<file path="config.mk">
export PLATFORM = sky130hd
export DESIGN_NAME = intersection_scheduler
export DESIGN_NICKNAME = d
export VERILOG_FILES = /design/src/rtl/intersection_scheduler.sv
export SDC_FILE = /design/constraint.sdc
export NUM_CORES = 1
export LEC_CHECK = 0
export BUFFER_PORTS_ARGS = -buffer_cell sky130_fd_sc_hd__clkbuf_2
export CAP_MARGIN = 20
export CORE_MARGIN = 10
export CORE_UTILIZATION = 50
export DETAILED_ROUTE_END_ITERATION = 6
export GPL_TIMING_DRIVEN = 0
export PLACE_DENSITY = 0.79
export SETUP_SLACK_MARGIN = 0.2
export SYNTH_ARGS = -nofsm -noshare
export SYNTH_HDL_FRONTEND = slang
export SYNTH_SLANG_ARGS = --single-unit
</file>
<file path="constraint.sdc">
create_clock -name clk -period 1.89 [get_ports clk]
set_clock_uncertainty 0.05 [all_clocks]
set_input_delay 0.0945 -clock clk [delete_from_list [all_inputs] [get_ports clk]]
set_output_delay 0.0945 -clock clk [all_outputs]
set_load 0.02 [all_outputs]
</file>
<file path="src/rtl/intersection_scheduler.sv">
// intersection_scheduler: two-approach signal controller with left arrows, pedestrian walks and green truncation.
// Define EMERGENCY_PREEMPT_EN to add emergency preemption (PRE all-red hold); otherwise emergency is ignored.
module intersection_scheduler #(
  parameter int GREEN_T   = 20,
  parameter int YELLOW_T  = 2,
  parameter int LEFT_T    = 10,
  parameter int ALLRED_T  = 2,
  parameter int WALK_T    = 14,
  parameter int FLASH_T   = 6,
  parameter int MIN_GREEN = 8
) (
  input  logic       clk,
  input  logic       rst,
  input  logic       tick,
  input  logic       ped_req_ns,
  input  logic       ped_req_ew,
  input  logic       emergency,
  output logic [3:0] car_ns,
  output logic [3:0] car_ew,
  output logic [1:0] walk_ns,
  output logic [1:0] walk_ew,
  output logic [1:0] ped_wait
);
  typedef enum logic [3:0] {NS_G, NS_Y1, NS_L, NS_Y2, AR1, EW_G, EW_Y1, EW_L, EW_Y2, AR2
`ifdef EMERGENCY_PREEMPT_EN
    , PRE
`endif
  } phase_t;
  localparam logic [7:0] WALK_END  = 8'(WALK_T);
  localparam logic [7:0] FLASH_END = 8'(WALK_T + FLASH_T);
  localparam logic [7:0] WALK_DONE = 8'(WALK_T + FLASH_T - 1);
  localparam logic [7:0] TRUNC_AT  = 8'(MIN_GREEN - 1);
  phase_t phase, nxt;
  logic [7:0] timer, dur;
  logic [1:0] walk;
  logic lat_ns, lat_ew, served, green, left, ns_side, trunc, go, enter_ns, enter_ew;
`ifndef EMERGENCY_PREEMPT_EN
  logic unused;
  assign unused = emergency;
`endif
  always_comb begin
    green = phase == NS_G || phase == EW_G;
    left = phase == NS_L || phase == EW_L;
    ns_side = phase inside {NS_G, NS_Y1, NS_L, NS_Y2};
    dur = green ? 8'(GREEN_T) : left ? 8'(LEFT_T) : (phase inside {AR1, AR2}) ? 8'(ALLRED_T) : 8'(YELLOW_T);
    // a served walk must finish its flash before the opposing request may cut green short
    trunc = green && (ns_side ? lat_ew : lat_ns) && timer >= TRUNC_AT && (!served || timer >= WALK_DONE);
`ifdef EMERGENCY_PREEMPT_EN
    go = phase == PRE ? !emergency : (emergency && (green || left)) || timer == dur - 8'd1 || trunc;
    nxt = phase == PRE ? AR2 :
          (emergency && (green || left)) ? (ns_side ? NS_Y2 : EW_Y2) :
          emergency ? PRE :
          phase == AR2 ? NS_G : phase_t'(phase + 4'd1);
`else
    go = timer == dur - 8'd1 || trunc;
    nxt = phase == AR2 ? NS_G : phase_t'(phase + 4'd1);
`endif
    enter_ns = tick && go && nxt == NS_G;
    enter_ew = tick && go && nxt == EW_G;
  end
  always_ff @(posedge clk) begin
    if (rst) begin
      phase <= NS_G;
      timer <= '0;
      lat_ns <= 1'b0;
      lat_ew <= 1'b0;
      served <= 1'b0;
    end else begin
      if (tick && go) begin
        phase <= nxt;
        timer <= '0;
        served <= enter_ns ? (lat_ns || ped_req_ns) : enter_ew ? (lat_ew || ped_req_ew) : 1'b0;
      end else if (tick) timer <= timer + 8'd1;
      lat_ns <= !enter_ns && (lat_ns || ped_req_ns);
      lat_ew <= !enter_ew && (lat_ew || ped_req_ew);
    end
  end
  always_comb begin
    car_ns = phase == NS_G ? 4'b0001 : (phase inside {NS_Y1, NS_Y2}) ? 4'b0100 : phase == NS_L ? 4'b0010 : 4'b1000;
    car_ew = phase == EW_G ? 4'b0001 : (phase inside {EW_Y1, EW_Y2}) ? 4'b0100 : phase == EW_L ? 4'b0010 : 4'b1000;
    walk = timer < WALK_END ? 2'b01 : timer < FLASH_END ? {1'b0, ~timer[0]} : 2'b10;
    walk_ns = (phase == NS_G && served) ? walk : 2'b10;
    walk_ew = (phase == EW_G && served) ? walk : 2'b10;
    ped_wait = {lat_ew, lat_ns};
  end
endmodule

</file>
==> impl_metrics.yaml <==
layout:
  syn2layout_area_growth_pct: 48.9
  layout.nets: 185
  n_antenna_cell: 0
  drive_gt1_frac: 0.578
  fin_util: 0.802
  stdcell_count: 201
  stdcell_area_um2: 1820
detailed_routing:
  ant_nets: 0
  routed_wl_mm: 4.19
  drcViolationCount: 0
  via_per_inst: 6.11
  wl_per_cell_um: 20.8
  drt_pass1_iterations: 4
  vias: 1229
  initialDrtViolationCount: 99
global_route:
  grt_pass1_vias: 1101
  gr-total-overflow: 0
  track_usage: 0.133
  grt_antenna_before_repair: 0
  grt_max_degree: 11
  grt_first_pass_wirelength_mm: 5.41
clocking:
  clk_latency_ns: 0.31
  htree_levels: 1
  clock_path_buffers: 2
  cts-root-buf: "clkbuf_4"
  clk_pin_slew_ns: 0.10
  cts_buffers: 3
  cts_tree: "built"
  cts_sinks: 15
placement:
  pre_cts_ws_ns: -0.365
  portBuffers: 16
  gp_congestion: 0.834
  placed_area_um2: 1390
  place_inst: 181
  dp_hpwl_mm: 2.18
yosys:
  syn_area_um2: 1220
  yosysSeqAreaShare: 0.245
  synth_ff_type: "dfxtp_1"
  synth-compound-area-share: 0.160
  synth_commonest_cells: "15 x dfxtp_1, 11 x nor2_1, 10 x nand2_1, 8 x nor3_2, 7 x nor3_1"
  synth_top_family_by_area: "simple AND/OR/NAND/NOR gates"
  yosys.area.top_type: "dfxtp_1"
  synth_top_area_frac: 0.245
  netlist_instances: 137
  synth-edff-count: 0
  synth_fp_nets: 148
  synth_most_common_cell: "dfxtp_1"
  synth-seq-cells: 15
  synth_area_per_cell_um2: 8.94
  synthAdderAreaFrac: 0.0511
  synth_area_leaders: "dfxtp_1 25%, nor3_2 6.5%, ha_1 5.1%"
  synth_xor_xnor_area_share: 0.0501
  muxShareOfSynthArea: 0.0511
  yosys_warnings: 0
  async_flop_share: 0
  synth_cell_types: 46
  yosys.area_share.simple: 0.326
status:
  status: "complete, but fails checks"
  violations: "setup timing"
floorplan:
  io_pins: 20
  row_count: 17
  fp.dieH_um: 69.5
  die_w_um: 69.5
  die_area_um2: 4830
  start_util: 0.538
  coreArea_um2: 2280
timing:
  relSlewSlack: 0.539
  finalCritPeriodShare: 1.14
  max_freq_mhz: 465
  hold_viol: 0
  period_needed_ns: 2.15
  tightest_slew_ns: 0.690
  drv_slew: 0
  timing.hold.ws_ns: 0.0606
  rsz0062_at_grt: "yes"
  setup_viol: 19
  setup_slack_ns: -0.261
worst_setup_path:
  path_max_fanout: 6
  crit_buf_inv: 2
  cp_slowest_cell: "or3_1"
  crit_required_ns: 2.06
  cp_data_arrival_time_ns: 2.33
  worst_setup_path_end_kind: "flop"
  critPathMaxStageDelay_ns: 0.40
  crit_path_cell_trace: "ha_4 > o31ai_1 > a311oi_2 > or3_1 > buf_6 > buf_12 > a211oi_2"
  critPathKind: "flop to flop"
  start_kind: "flop"
  cp_top_family: "compound AO/OA/AOI/OAI gates"
run:
  cap_violations: 0
pwr:
  peakVddDrop_mv: 0.358
  p_leak_nw: 0.666
  powerDensity_nw_per_um2: 334
hold_path:
  hp-class: "input pin to flop"
## cell type report
cell class | count | area [um^2]
multi-input combinational | 105 | 997
tap | 28 | 35.0
sequential | 15 | 317
inverter | 5 | 26.3
clock buffer | 4 | 26.3
fill | 130 | 452
buffer | 12 | 128
timing repair buffer | 32 | 295
## worst min-delay path: cells and delay by family
family / cells / cell delay, ns
simple gates: 1 / 0.10
buf+inv: 1 / 0.13
mux: 1 / 0.06
## state kept, by name (all words and copies together), names as in the netlist
signal / count
lat_ns: 1
timer: 8
lat_ew: 1
served: 1
phase: 4
## layer usage
| layer | GRT usage | wire [um] |
|---|---|---|
| met1 | 0.148 | 1710 |
| met2 | 0.225 | 2140 |
| met3 | 0.0328 | 191 |
| met4 | 0.0710 | 140 |
| met5 | 0 | 0 |
## stage by stage
stage	power, W	TNS, ns
4_1_cts	0.000598	-1.36
5_1_grt	0.000625	-4.44
3_5_place_dp	0.000402	-4.45
6_report	0.000610	-3.39
2_1_floorplan	0.000386	-0.156
3_3_place_gp	0.000398	-3.18
## final timing paths
path | startpoint | end | slack (ns) | cells after the start
max reg2reg | timer[1] | lat_ns | -0.26 | 7
max | timer[1] | lat_ns | -0.26 | 7
min reg2reg | phase[1] | phase[1] | 0.51 | 2
min | rst | phase[1] | 0.06 | 3
## repair_timing
item,CTS,global route
setup endpoints to repair,24,25
pin swaps,11,9
gates cloned,0,1
hold endpoints to repair,2,0
buffers inserted,8,6
hold buffers,1,0
resized for setup,37,36
## cell usage in the layout, fill, tap and decap left out, types with 5 or more instances in the layout
cell type  synthesis  layout
nor3_2             8      12
buf_6              2      10
dfxtp_1           15       8
ha_4               0       5
buf_4              3      15
nand2_1           10       7
nor2_1            11      10
clkbuf_2           0       7
## logic make-up after synthesis
| kind of cell | after synthesis |
|---|---|
| buf+inv | 17 |
| xor+xnor | 7 |
| compound gates | 21 |
| simple gates | 66 |
| flops | 15 |
| fa+ha+maj | 5 |
| mux | 6 |
## power breakdown
group / internal [W] / total, W / switching (W) / leakage [nW]
Sequential: 0.000320 / 0.000334 / 0.0000138 / 0.126
Clock: 0.0000827 / 0.000205 / 0.000122 / 0.0150
Combinational: 0.0000322 / 0.0000705 / 0.0000382 / 0.525
Total: 0.000435 / 0.000610 / 0.000174 / 0.666
(Power assumes the default switching activity.)
